===== src/rtl/uart_rx_cfg_if.sv =====
// uart_rx_cfg_if: receive-side word handshake between a UART receiver and
// its consumer.
//
//   data_out    - received word, LSB is the first bit on the line
//   data_valid  - data_out and the error flags hold a word not yet accepted
//   data_ready  - consumer accepts the held word when high with data_valid
//   parity_err  - parity mismatch in the held word
//   frame_err   - a stop bit of the held word was sampled low
//   overrun_err - one-cycle pulse: a completed frame was discarded
//
// master: the receiver (drives word and flags); slave: the consumer.
interface uart_rx_cfg_if #(
    parameter int DATA_BITS = 8
) ();
    logic [DATA_BITS-1:0] data_out;
    logic                 data_valid;
    logic                 data_ready;
    logic                 parity_err;
    logic                 frame_err;
    logic                 overrun_err;

    modport master (
        output data_out,
        output data_valid,
        output parity_err,
        output frame_err,
        output overrun_err,
        input  data_ready
    );

    modport slave (
        input  data_out,
        input  data_valid,
        input  parity_err,
        input  frame_err,
        input  overrun_err,
        output data_ready
    );
endinterface


===== src/rtl/uart_rx_cfg.sv =====
// uart_rx_cfg: configurable UART receiver with a one-word output register.
//
// Ports:
//   clk     - system clock, all logic on the rising edge
//   rst_n   - synchronous active-low reset
//   rx      - asynchronous serial input, idle high
//   busy    - high whenever the receive FSM is not idle
//   out_if  - word handshake (uart_rx_cfg_if.master): data_out, data_valid,
//             data_ready, parity_err, frame_err, overrun_err
//
// Bits are sampled once per bit period by a down-counter reloaded with
// CPB-1; the start bit is qualified half a bit period after the falling
// edge so that every later sample lands near the middle of its bit.
module uart_rx_cfg #(
    parameter int CLOCK_FREQ = 50000000,
    parameter int BAUD_RATE  = 9600,
    parameter int DATA_BITS  = 8,
    parameter int PARITY     = 0,
    parameter int STOP_BITS  = 1
) (
    input  logic            clk,
    input  logic            rst_n,
    input  logic            rx,
    output logic            busy,
    uart_rx_cfg_if.master   out_if
);

    localparam int CPB = CLOCK_FREQ / BAUD_RATE;
    localparam int CW  = $clog2(CPB);
    localparam int IW  = $clog2(DATA_BITS);

    localparam logic [CW-1:0] CNT_FULL  = CW'(CPB - 1);
    localparam logic [CW-1:0] CNT_HALF  = CW'(CPB / 2 - 1);
    localparam logic [IW-1:0] IDX_LAST  = IW'(DATA_BITS - 1);
    localparam logic          STOP_LAST = (STOP_BITS == 2);
    localparam logic          ODD_PAR   = (PARITY == 2);

    typedef enum logic [2:0] {
        ST_IDLE,
        ST_START,
        ST_DATA,
        ST_PARITY,
        ST_STOP,
        ST_BREAK
    } state_t;

    // ------------------------------------------------------------------
    // Input synchronizer; resets to the idle line level so reset never
    // looks like a start bit.
    // ------------------------------------------------------------------
    logic [1:0] sync_reg;
    logic       rxs;

    always_ff @(posedge clk) begin
        if (!rst_n) begin
            sync_reg <= 2'b11;
        end else begin
            sync_reg <= {sync_reg[0], rx};
        end
    end

    assign rxs = sync_reg[1];

    // ------------------------------------------------------------------
    // Receive FSM and bit timing
    // ------------------------------------------------------------------
    state_t                 state_reg,    state_next;
    logic [CW-1:0]          cnt_reg,      cnt_next;
    logic [IW-1:0]          bit_idx_reg,  bit_idx_next;
    logic [DATA_BITS-1:0]   shift_reg,    shift_next;
    logic                   par_bit_reg,  par_bit_next;
    logic                   stop_idx_reg, stop_idx_next;
    logic                   ferr_acc_reg, ferr_acc_next;
    logic                   done_reg,     done_next;
    logic                   data_sample;
    logic                   tick;

    assign tick = (cnt_reg == '0);

    always_ff @(posedge clk) begin
        if (!rst_n) begin
            state_reg    <= ST_IDLE;
            cnt_reg      <= '0;
            bit_idx_reg  <= '0;
            shift_reg    <= '0;
            par_bit_reg  <= 1'b0;
            stop_idx_reg <= 1'b0;
            ferr_acc_reg <= 1'b0;
            done_reg     <= 1'b0;
        end else begin
            state_reg    <= state_next;
            cnt_reg      <= cnt_next;
            bit_idx_reg  <= bit_idx_next;
            shift_reg    <= shift_next;
            par_bit_reg  <= par_bit_next;
            stop_idx_reg <= stop_idx_next;
            ferr_acc_reg <= ferr_acc_next;
            done_reg     <= done_next;
        end
    end

    always_comb begin
        state_next    = state_reg;
        cnt_next      = cnt_reg;
        bit_idx_next  = bit_idx_reg;
        par_bit_next  = par_bit_reg;
        stop_idx_next = stop_idx_reg;
        ferr_acc_next = ferr_acc_reg;
        done_next     = 1'b0;
        data_sample   = 1'b0;

        case (state_reg)
            ST_IDLE: begin
                if (!rxs) begin
                    state_next = ST_START;
                    cnt_next   = CNT_HALF;
                end
            end

            ST_START: begin
                if (tick) begin
                    if (rxs) begin
                        // Line went back high: a glitch, not a start bit.
                        state_next = ST_IDLE;
                    end else begin
                        state_next    = ST_DATA;
                        bit_idx_next  = '0;
                        cnt_next      = CNT_FULL;
                        ferr_acc_next = 1'b0;
                    end
                end else begin
                    cnt_next = cnt_reg - 1'b1;
                end
            end

            ST_DATA: begin
                if (tick) begin
                    data_sample = 1'b1;
                    cnt_next    = CNT_FULL;
                    if (bit_idx_reg == IDX_LAST) begin
                        state_next    = (PARITY != 0) ? ST_PARITY : ST_STOP;
                        stop_idx_next = 1'b0;
                    end else begin
                        bit_idx_next = bit_idx_reg + 1'b1;
                    end
                end else begin
                    cnt_next = cnt_reg - 1'b1;
                end
            end

            ST_PARITY: begin
                if (tick) begin
                    par_bit_next  = rxs;
                    cnt_next      = CNT_FULL;
                    state_next    = ST_STOP;
                    stop_idx_next = 1'b0;
                end else begin
                    cnt_next = cnt_reg - 1'b1;
                end
            end

            ST_STOP: begin
                if (tick) begin
                    cnt_next      = CNT_FULL;
                    ferr_acc_next = ferr_acc_reg | ~rxs;
                    if (stop_idx_reg == STOP_LAST) begin
                        // Frame complete; a low line here is a break,
                        // which must end before another start is honoured.
                        done_next  = 1'b1;
                        state_next = rxs ? ST_IDLE : ST_BREAK;
                    end else begin
                        stop_idx_next = stop_idx_reg + 1'b1;
                    end
                end else begin
                    cnt_next = cnt_reg - 1'b1;
                end
            end

            ST_BREAK: begin
                if (rxs) begin
                    state_next = ST_IDLE;
                end
            end

            default: begin
                state_next = ST_IDLE;
            end
        endcase
    end

    // Each data sample lands in the bit selected by the current index.
    for (genvar gi = 0; gi < DATA_BITS; gi++) begin : g_shift
        assign shift_next[gi] = (data_sample && (bit_idx_reg == IW'(gi)))
                              ? rxs : shift_reg[gi];
    end

    assign busy = (state_reg != ST_IDLE);

    // ------------------------------------------------------------------
    // Output word register. done_reg marks the cycle after the final stop
    // sample; shift_reg and par_bit_reg are still stable then because the
    // next frame cannot reach its first data sample that soon.
    // ------------------------------------------------------------------
    logic                 parity_calc;
    logic [DATA_BITS-1:0] data_out_reg;
    logic                 data_valid_reg;
    logic                 parity_err_reg;
    logic                 frame_err_reg;
    logic                 overrun_reg;

    assign parity_calc = (PARITY != 0) && (((^shift_reg) ^ par_bit_reg) != ODD_PAR);

    always_ff @(posedge clk) begin
        if (!rst_n) begin
            data_out_reg   <= '0;
            data_valid_reg <= 1'b0;
            parity_err_reg <= 1'b0;
            frame_err_reg  <= 1'b0;
            overrun_reg    <= 1'b0;
        end else begin
            overrun_reg <= 1'b0;
            if (done_reg) begin
                if (!data_valid_reg || out_if.data_ready) begin
                    data_out_reg   <= shift_reg;
                    parity_err_reg <= parity_calc;
                    frame_err_reg  <= ferr_acc_reg;
                    data_valid_reg <= 1'b1;
                end else begin
                    // Consumer still holds the previous word: drop this one.
                    overrun_reg <= 1'b1;
                end
            end else if (data_valid_reg && out_if.data_ready) begin
                data_valid_reg <= 1'b0;
            end
        end
    end

    assign out_if.data_out    = data_out_reg;
    assign out_if.data_valid  = data_valid_reg;
    assign out_if.parity_err  = parity_err_reg;
    assign out_if.frame_err   = frame_err_reg;
    assign out_if.overrun_err = overrun_reg;

endmodule

===== src/flat_wrapper.sv =====
// flat-port wrapper written by rule: the top's interface ports become plain ports
module uart_rx_cfg_flat 
#(
    parameter int CLOCK_FREQ = 50000000,
    parameter int BAUD_RATE  = 9600,
    parameter int DATA_BITS  = 8,
    parameter int PARITY     = 0,
    parameter int STOP_BITS  = 1
)
  (clk, rst_n, rx, busy, out_if_data_out, out_if_data_valid, out_if_parity_err, out_if_frame_err, out_if_overrun_err, out_if_data_ready);
  uart_rx_cfg_if #(.DATA_BITS(DATA_BITS)) out_if_i ();
  input  logic clk;
  input  logic rst_n;
  input  logic rx;
  output logic busy;
  output wire logic [$bits(out_if_i.data_out)-1:0] out_if_data_out;
  output wire logic [$bits(out_if_i.data_valid)-1:0] out_if_data_valid;
  output wire logic [$bits(out_if_i.parity_err)-1:0] out_if_parity_err;
  output wire logic [$bits(out_if_i.frame_err)-1:0] out_if_frame_err;
  output wire logic [$bits(out_if_i.overrun_err)-1:0] out_if_overrun_err;
  input wire logic [$bits(out_if_i.data_ready)-1:0] out_if_data_ready;
  assign out_if_data_out = out_if_i.data_out;
  assign out_if_data_valid = out_if_i.data_valid;
  assign out_if_parity_err = out_if_i.parity_err;
  assign out_if_frame_err = out_if_i.frame_err;
  assign out_if_overrun_err = out_if_i.overrun_err;
  assign out_if_i.data_ready = out_if_data_ready;
  uart_rx_cfg #(.CLOCK_FREQ(CLOCK_FREQ), .BAUD_RATE(BAUD_RATE), .DATA_BITS(DATA_BITS), .PARITY(PARITY), .STOP_BITS(STOP_BITS)) u_core (.clk(clk), .rst_n(rst_n), .rx(rx), .busy(busy), .out_if(out_if_i));
endmodule

===== config.mk =====
export PLATFORM = sky130hd
export DESIGN_NAME = uart_rx_cfg_flat
export DESIGN_NICKNAME = d
export VERILOG_FILES = /design/src/rtl/uart_rx_cfg_if.sv /design/src/rtl/uart_rx_cfg.sv /design/src/flat_wrapper.sv
export SDC_FILE = /design/constraint.sdc
export NUM_CORES = 1
export LEC_CHECK = 0
export BUFFER_PORTS_ARGS = -buffer_cell sky130_fd_sc_hd__buf_4
export CORE_MARGIN = 4
export CORE_UTILIZATION = 45
export CTS_CLUSTER_SIZE = 25
export DETAILED_ROUTE_END_ITERATION = 8
export GPL_TIMING_DRIVEN = 0
export MAX_ROUTING_LAYER = met4
export PLACE_DENSITY_LB_ADDON = 0.1
export SLEW_MARGIN = 40
export SYNTH_ARGS = -nofsm -noshare
export SYNTH_HDL_FRONTEND = slang
export SYNTH_SLANG_ARGS = --single-unit

===== constraint.sdc =====
create_clock -name clk -period 4.2 [get_ports clk]
set_input_delay 0 -clock clk [delete_from_list [all_inputs] [get_ports clk]]
set_output_delay 0 -clock clk [all_outputs]
set_load 0.03 [all_outputs]

==> flow_summary.toml, run 1 <==
[clock_tree]
cts.sinks = 42
clk_pin_slew_ns = 0.09
clock_latency_ns = 0.30
post_cts_buffers = 0
cts_tree = "built"
post_cts_resized = 0
cts_buffer_depth = 2
cts_made_buffers = 5
clockRootBuffer = "clkbuf_8"
h-tree-depth = 2

[yosys]
syn_nets = 248
yosysSeqAreaShare_pct = 39.3
synth-async-reset-ratio_pct = 0
yosysMostFrequentCell = "dfxtp_1"
synth_seq_cells = 42
synth_flop_cell = "dfxtp_1"
synthTopCellsByArea = "dfxtp_1 39%, mux2i_1 8.0%, ha_1 4.7%"
netlist_instances = 236
synth_commonest_cells = "42 x dfxtp_1, 26 x nor2_1, 19 x nand2_1"
synth_area_per_cell_um2 = 9.07
synth_top_cell_by_area = "dfxtp_1"
synth-edff-count = 0
synth_top_area_share_pct = 39.3
synth_cell_type_count = 53
netlist_area_um2 = 2140
yosys_warnings = 0

[floorplanning]
row_count = 24
initial_core_util_pct = 47.8
dieWidth_um = 77.0
core_um2 = 4470
dieArea_um2 = 5920
fp.dieH_um = 77.0
ios = 17

[timing]
finClkSkew_ns = 0.0125
hold_ws_ns = 0.0580
slew_headroom_pct = 55.4
rsz0062_at_grt = "no"
drv_slew = 0
worstMarginPinSlew_ns = 0.670
fin_ws_ns = 2.13
min_period_ns = 2.07
fin_crit_sh_pct = 49.2
hold_viol_final = 0
fmax_mhz = 483
final-setup-viol-count = 0
tns_ns = 0

[place]
place.gp.congestion = 0.863
dpl_worst_slack_ns = 2.16
io_buffers = 15
dp_hpwl_um = 3260
placed_area_um2 = 2320

[layout]
final_area_um2 = 2450
multiInputGateArea_um2 = 1180
drive_gt1_share_pct = 17.2
layout.nets = 272
register_area_um2 = 841
syn_to_final_growth_pct = 14.5
largest_reg_flops = 13
fillCellCount = 438
antenna_cells = 0

[pwr]
power.share.sequential_pct = 37.4
comb_power_share_pct = 36.1
p_leak_uw = 0.00107
swShare_pct = 36.9
power_density_nw_per_um2 = 502
clkPwrFrac_pct = 26.4
ir_drop_v = 0.000258
internal_power_uw = 776
p_switching_uw = 454

[worst_setup_path]
critPathArrivalTime_ns = 2.26
startpoint_type = "register"
critPathKind = "reg -> reg"
cpPeakStageDelay_ns = 0.67
path_cells = "inv_1, ha_1, or4b_2, nor2_1, a31oi_1, o221a_1"
worst-path-max-fanout = 7
cp_slowest_cell = "or4b_2"
worst_ep_required_time_ns = 4.39
endpoint_kind = "register"

[global_route]
grt_pass1_vias = 1583
antenna_found_initial = 0
grt_pass1_wl_um = 7710
grt_usage_pct = 16.6
grt_start_max_net_pins = 15
grt_overflow = 0

[min_path]
hold_path_class = "in -> reg"

[routing]
wl_per_cell_um = 14.4
first_iter_violations = 98
drt-total-wl_um = 4500
drt_pass1_iterations = 4
vias_per_cell = 5.54
drcViolationCount = 0
dr_total_vias = 1734
ant_nets = 0

[run_status]
status = "completed"

[job]
cap_violations = 0
==> cell families (layout without fill, tap and decap cells) <==
family,count (synthesis),after routing,share of synthesized area [%]
buffers and inverters,22,47,5.44
other,1,1,0.175
flip-flops,42,42,39.3
AND/OR/NAND/NOR,90,90,23.5
AO/OA/AOI/OAI,56,56,18.9
multiplexers,17,17,7.95
adder cells (fa/ha/maj),8,8,4.68
==> power groups by stage <==
stage / clock network [uW] / registers [uW] / logic [uW]
after floorplan: 0 / 462 / 351
after global placement: 0 / 469 / 440
after detailed placement: 0 / 468 / 442
after CTS: 337 / 459 / 444
after global routing: 352 / 463 / 491
final: 325 / 460 / 444
==> area by class of cell <==
cell class                 count  area share [%]
tap                           52            2.66
sequential                    42            34.3
timing repair buffer          17            5.41
clock buffer                   5            2.81
clock inverter                 3            1.79
multi-input combinational    172            48.3
buffer                        13            3.37
inverter                       9            1.38
==> per-layer routing <==
metal	vias to the layer above	routed length, um	global-route usage, %
li1	902	-	-
met1	787	2360	23.7
met2	38	1870	23.3
met3	7	213	3.51
met4	0	61	5.43
met5	-	0	-
==> critical path, delay by kind of cell (launching register included) <==
family | cells | cell delay, ns
DFF | 1 | 0.33
and+or+nand+nor | 2 | 0.87
AOI/OAI and AO/OA | 2 | 0.35
adders and majority gates | 1 | 0.30
buffers and inverters | 1 | 0.11
==> worst paths after layout <==
| check | start | endpoint | slack [ns] | depth (start not counted) |
|---|---|---|---|---|
| max | u_core.cnt_reg[0]$_SDFFE_PN0P_ | u_core.cnt_reg[10]$_SDFFE_PN0P_ | 2.13 | 6 |
| min | rst_n | u_core.bit_idx_reg[0]$_SDFFE_PN0P_ | 0.06 | 3 |
| max reg2reg | u_core.cnt_reg[0]$_SDFFE_PN0P_ | u_core.cnt_reg[10]$_SDFFE_PN0P_ | 2.13 | 6 |
| min reg2reg | u_core.sync_reg[0]$_SDFF_PN1_ | u_core.sync_reg[1]$_SDFF_PN1_ | 0.41 | 1 |
==> timing repair <==
action                     4_1_cts  5_1_grt
hold endpoints to repair         2        0
hold buffers                     2        0
setup endpoints to repair        0        0
==> placed cells by master (no fill, tap or decap), types with 3 or more instances in the layout <==
cell,n
inv_1,9
o21a_1,4
nand3_1,9
o21bai_1,3
ha_1,8
dfxtp_1,42
o31ai_1,3
a31oi_1,6
nor2_1,26
clkbuf_8,5
o21ai_0,6
buf_4,17
o21ai_1,3
nor3_1,10
clkbuf_1,5
mux2i_1,17
nand2_1,19
a211oi_1,3
nand2b_1,3
buf_6,3
a21oi_1,11
buf_2,3
==> stage by stage <==
stage          utilization (%)  cells  total power (uW)
2_1_floorplan                -    236               813
3_3_place_gp              51.8    303               909
3_5_place_dp              51.8    303               910
4_1_cts                   54.8    313              1240
5_1_grt                   54.8    313              1310
6_report                  54.8    313              1230
Note: power is estimated with default switching activity, not from simulation.
==> run 2: changes to the inputs <==
==> constraint.sdc (replaced) <==
create_clock -name clk -period 1.7 [get_ports clk]
set_input_delay 0 -clock clk [delete_from_list [all_inputs] [get_ports clk]]
set_output_delay 0 -clock clk [all_outputs]
set_load 0.03 [all_outputs]
==> run 2 against run 1 <==
Compared with the run above:
- the run now ends with setup timing left
- critical endpoint is now u_core.cnt_reg[5]$_SDFFE_PN0P_
- largest cell class unchanged
- die area stayed put
- via count is 9.6% higher
- sequential share of layout area is 3.5 points lower
- non-clock buffer count is 17 higher
- register-to-register slack worse by 2.2 ns
- critical path type unchanged
- worst setup slack worse by 2.2 ns
==> flow_summary.toml, run 2 (synthesis results as in run 1) <==
[timing]
fmax_mhz = 569
finClkSkew_ns = 0.00658
final-setup-viol-count = 15
drv_slew = 0
worstMarginPinSlew_ns = 0.622
min_period_ns = 1.76
rsz0062_at_grt = "yes"
hold_viol_final = 0
fin_crit_sh_pct = 103
slew_headroom_pct = 58.5
fin_ws_ns = -0.0569

[floorplanning]
dieWidth_um = 77.0
row_count = 24
core_um2 = 4470
fp.dieH_um = 77.0
ios = 17
initial_core_util_pct = 47.8
dieArea_um2 = 5920

[worst_setup_path]
endpoint_kind = "register"
rr_worst_depth = 7
worst_ep_required_time_ns = 1.85
worst-path-max-fanout = 8
startpoint_type = "register"
critPathKind = "reg -> reg"
critPathArrivalTime_ns = 1.91

[global_route]
antenna_found_initial = 0
grt_pass1_wl_um = 8720
grt_overflow = 0
grt_usage_pct = 18.6
grt_start_max_net_pins = 15
grt_pass1_vias = 1775

[place]
dp_hpwl_um = 3350
dpl_worst_slack_ns = -0.245
place.gp.congestion = 0.871
dp.cells = 303
io_buffers = 15
placed_area_um2 = 2360

[layout]
syn_to_final_growth_pct = 29.5
final_common_cell = "dfxtp_1"
drive_gt1_share_pct = 31.5
layout.nets = 290
final_area_um2 = 2770
final_cell_mix = "36 x dfxtp_1, 29 x buf_4, 24 x nor2_1"
stdcell_count = 331
antenna_cells = 0
largest_reg_flops = 13

[clock_tree]
clockRootBuffer = "clkbuf_8"
cts_buffer_depth = 2
cts_tree = "built"
clock_latency_ns = 0.30
cts.sinks = 42
clk_pin_slew_ns = 0.08
h-tree-depth = 2
cts_made_buffers = 5

[routing]
vias_per_cell = 5.74
drt-total-wl_um = 5420
ant_nets = 0
wl_per_cell_um = 16.4
drt_pass1_iterations = 5
first_iter_violations = 182
drcViolationCount = 0
dr_total_vias = 1900

[run_status]
status = "finished, violations left"
violations = "setup timing"

[pwr]
p_leak_uw = 0.00120
comb_power_share_pct = 47.5
swShare_pct = 36.5
power_density_nw_per_um2 = 1350
power_uw = 3730
internal_power_uw = 2360
p_switching_uw = 1360
ir_drop_v = 0.000789
power.share.sequential_pct = 31.0
clkPwrFrac_pct = 21.6

[min_path]
min_path_cells = 3
hold_path_class = "in -> reg"

[job]
cap_violations = 0
## run 2: cell count changes in the layout (fill, tap and decap cells not counted), moves of 3 or more
cell,delta
nand3_1,-7
nand3_2,+7
buf_4,+12
dfxtp_1,-6
buf_6,+3
dfxtp_2,+4
## run 2: layer usage
layer | vias up | wire, um | global-route usage (%)
met5 | - | 0 | -
met4 | 0 | 71 | 5.80
met3 | 11 | 362 | 4.22
met2 | 71 | 2390 | 26.0
met1 | 876 | 2600 | 26.6
li1 | 942 | - | -
## run 2: per-stage QoR
| stage | utilization, % | TNS (ns) | hold slack [ns] |
|---|---|---|---|
| 2_1_floorplan | - | 0 | 0.101 |
| 3_3_place_gp | 52.7 | -4.40 | 0.186 |
| 3_5_place_dp | 52.7 | -4.11 | 0.189 |
| 4_1_cts | 58.2 | -0.00976 | 0.0692 |
| 5_1_grt | 61.9 | -2.65 | 0.115 |
| 6_report | 61.9 | -0.448 | 0.0719 |
## run 2: worst max-delay path, stage by stage, from the launching register on
cell and delay, ns:
dfxtp_4 0.38, nor4_4 0.28, buf_6 0.17, nand4_1 0.13
a21oi_4 0.30, buf_6 0.18, o21bai_1 0.11, a21oi_1 0.08
## run 2: path summary, 6_finish.rpt
kind / to / slack, ns / from
max: u_core.cnt_reg[5]$_SDFFE_PN0P_ / -0.06 / u_core.cnt_reg[2]$_SDFFE_PN0P_
min: u_core.bit_idx_reg[1]$_SDFFE_PN0P_ / 0.07 / rst_n
max reg2reg: u_core.cnt_reg[5]$_SDFFE_PN0P_ / -0.06 / u_core.cnt_reg[2]$_SDFFE_PN0P_
min reg2reg: u_core.sync_reg[1]$_SDFF_PN1_ / 0.41 / u_core.sync_reg[0]$_SDFF_PN1_
## run 2: power by group through the flow
| stage | combinational [uW] | clock, uW | sequential, uW |
|---|---|---|---|
| CTS | 1320 | 816 | 1150 |
| floorplan | 918 | 0 | 1150 |
| global route | 1880 | 871 | 1160 |
| finish | 1770 | 803 | 1150 |
| detailed placement | 1140 | 0 | 1170 |
| global placement | 1140 | 0 | 1160 |
## run 2: repair_timing
| action | CTS | global route |
|---|---|---|
| setup buffers | 9 | 7 |
| gates resized for setup | 10 | 18 |
| hold buffers | 2 | 0 |
| setup endpoints to repair | 28 | 36 |
| cloned | 2 | 1 |
| endpoints found under the hold margin | 2 | 0 |
| pin swaps | 8 | 18 |
## run 2: layout make-up
cell class,count,area [um^2]
Buffer,12,93.8
Clock buffer,5,68.8
Clock inverter,3,43.8
Fill cell,394,1700
Inverter,9,36.3
Multi-Input combinational cell,173,1310
Sequential cell,42,853
Tap cell,52,65.1
Timing Repair Buffer,35,303
==> run 3: changes to the inputs <==
--- a/config.mk
+++ b/config.mk
@@ -13,6 +13,7 @@
 export GPL_TIMING_DRIVEN = 0
 export MAX_ROUTING_LAYER = met4
 export PLACE_DENSITY_LB_ADDON = 0.1
+export SETUP_SLACK_MARGIN = 0.05
 export SLEW_MARGIN = 40
 export SYNTH_ARGS = -nofsm -noshare
 export SYNTH_HDL_FRONTEND = slang
==> run 3 against run 2 <==
Compared with the run above:
- the flow still finishes with violations (setup timing)
- worst setup slack worse by 0.047 ns
- clock-buffer cell count unchanged
- die area unchanged
- critical endpoint is now u_core.cnt_reg[12]$_SDFFE_PN0P_
- highest routed layer unchanged
==> flow_summary.toml, run 3 (synthesis results as in run 1) <==
[worst_setup_path]
endpoint_kind = "register"
cp_slowest_cell = "dfxtp_1"
crit_buf_inv = 1
worst-path-max-fanout = 7
startpoint_type = "register"
critPathKind = "reg -> reg"
critPathArrivalTime_ns = 2.02
path_cells = "nor4_4, buf_4, nand4_1, a21oi_2, or4_1, a31oi_1"
r2r_slack_ns = -0.10
worst_ep_required_time_ns = 1.91
critical_path.top_delay_family = "simple AND/OR/NAND/NOR gates"
cpPeakStageDelay_ns = 0.53

[routing]
drt_pass1_iterations = 4
wl_per_cell_um = 16.5
first_iter_violations = 145
wl_met2_um = 2470
top_layer = "met4"
vias_per_cell = 5.78
ant_nets = 0
drt-total-wl_um = 5640
drt-met1-wl_um = 2690
met3_length_um = 341
drcViolationCount = 0
dr_total_vias = 1978

[pwr]
p_leak_uw = 0.00125
internal_power_uw = 2530
clkPwrFrac_pct = 20.2
comb_power_share_pct = 50.8
power.share.sequential_pct = 29.0
power_uw = 3980
p_switching_uw = 1460
ir_drop_v = 0.000766
swShare_pct = 36.6
power_density_nw_per_um2 = 1370

[floorplanning]
row_count = 24
ios = 17
fp.dieH_um = 77.0
dieArea_um2 = 5920
initial_core_util_pct = 47.8
dieWidth_um = 77.0
core_um2 = 4470

[place]
placed_area_um2 = 2370
io_buffers = 15
dp_hpwl_um = 3260
place.gp.congestion = 0.816
dpl_worst_slack_ns = -0.244

[clock_tree]
clk_pin_slew_ns = 0.09
cts_tree = "built"
clockRootBuffer = "clkbuf_8"
cts_made_buffers = 5
cts.sinks = 42
clock_latency_ns = 0.30
h-tree-depth = 2
cts_buffer_depth = 2

[timing]
finClkSkew_ns = 0.00702
worstMarginPinSlew_ns = 0.582
fin_ws_ns = -0.104
min_period_ns = 1.80
drv_slew = 0
slew_headroom_pct = 61.2
hold_viol_final = 0
fmax_mhz = 554
fin_crit_sh_pct = 106
final-setup-viol-count = 19
rsz0062_at_grt = "yes"

[layout]
drive_gt1_share_pct = 37.6
final_area_um2 = 2900
layout.nets = 301
syn_to_final_growth_pct = 35.7
antenna_cells = 0
largest_reg_flops = 13
final_cell_mix = "38 x buf_4, 35 x dfxtp_1, 23 x nor2_1"
final_common_cell = "buf_4"
utilization_pct = 64.9

[global_route]
antenna_found_initial = 0
grt_start_max_net_pins = 14
grt_usage_pct = 20.0
grt_pass1_vias = 1851
grt_overflow = 0
grt_pass1_wl_um = 9240

[job]
cap_violations = 0

[run_status]
status = "finished, violations left"
violations = "setup timing"

[min_path]
hold_path_class = "in -> reg"
-- run 3: metrics by stage --
stage	hold slack (ns)	setup TNS, ns	std cells
after floorplan	0.101	0	236
after global placement	0.183	-4.36	303
after detailed placement	0.186	-4.02	303
after CTS	0.0818	-0.270	340
final	0.0916	-0.938	342
after global routing	0.0931	-3.06	342
-- run 3: repair_timing --
item,CTS,global route
gates resized for setup,23,21
endpoints found under the setup margin,28,37
endpoints found under the hold margin,2,0
hold buffers,2,0
gates cloned,4,0
pin swaps,15,21
buffers inserted,23,2
-- run 3: worst register-to-register path: cells and delay by family, from the launching register on --
kind / cells / cell delay (ns)
simple gates: 3 / 0.74
flops: 1 / 0.53
compound gates: 2 / 0.30
buf+inv: 1 / 0.16
-- run 3: area by class of cell --
type | count | area, um^2
clock buffer | 5 | 68.8
sequential | 42 | 855
buffer | 13 | 95.1
clock inverter | 3 | 40.0
fill | 364 | 1570
timing repair buffer | 44 | 383
inverter | 9 | 38.8
multi-input combinational | 174 | 1360
tap | 52 | 65.1
-- run 3: routing by layer --
layer | track usage (%) | vias up
met5 | - | -
met1 | 27.7 | 930
li1 | - | 966
met4 | 9.24 | 0
met2 | 26.7 | 66
met3 | 5.15 | 16
-- run 3: power by group through the flow --
| stage | Clock (uW) | Combinational [uW] | Sequential (uW) |
|---|---|---|---|
| 2_1_floorplan | 0 | 948 | 1150 |
| 3_3_place_gp | 0 | 1180 | 1170 |
| 3_5_place_dp | 0 | 1170 | 1170 |
| 4_1_cts | 796 | 1790 | 1150 |
| 5_1_grt | 843 | 2150 | 1170 |
| 6_report | 804 | 2030 | 1160 |
-- run 3: path summary, 6_finish.rpt --
check / startpoint / to / cells after the start
hold / removal: rst_n / u_core.bit_idx_reg[2]$_SDFFE_PN0P_ / 3
setup reg to reg: u_core.cnt_reg[2]$_SDFFE_PN0P_ / u_core.cnt_reg[12]$_SDFFE_PN0P_ / 6
hold reg to reg: u_core.sync_reg[0]$_SDFF_PN1_ / u_core.sync_reg[1]$_SDFF_PN1_ / 1
setup / recovery: u_core.cnt_reg[2]$_SDFFE_PN0P_ / u_core.cnt_reg[12]$_SDFFE_PN0P_ / 6
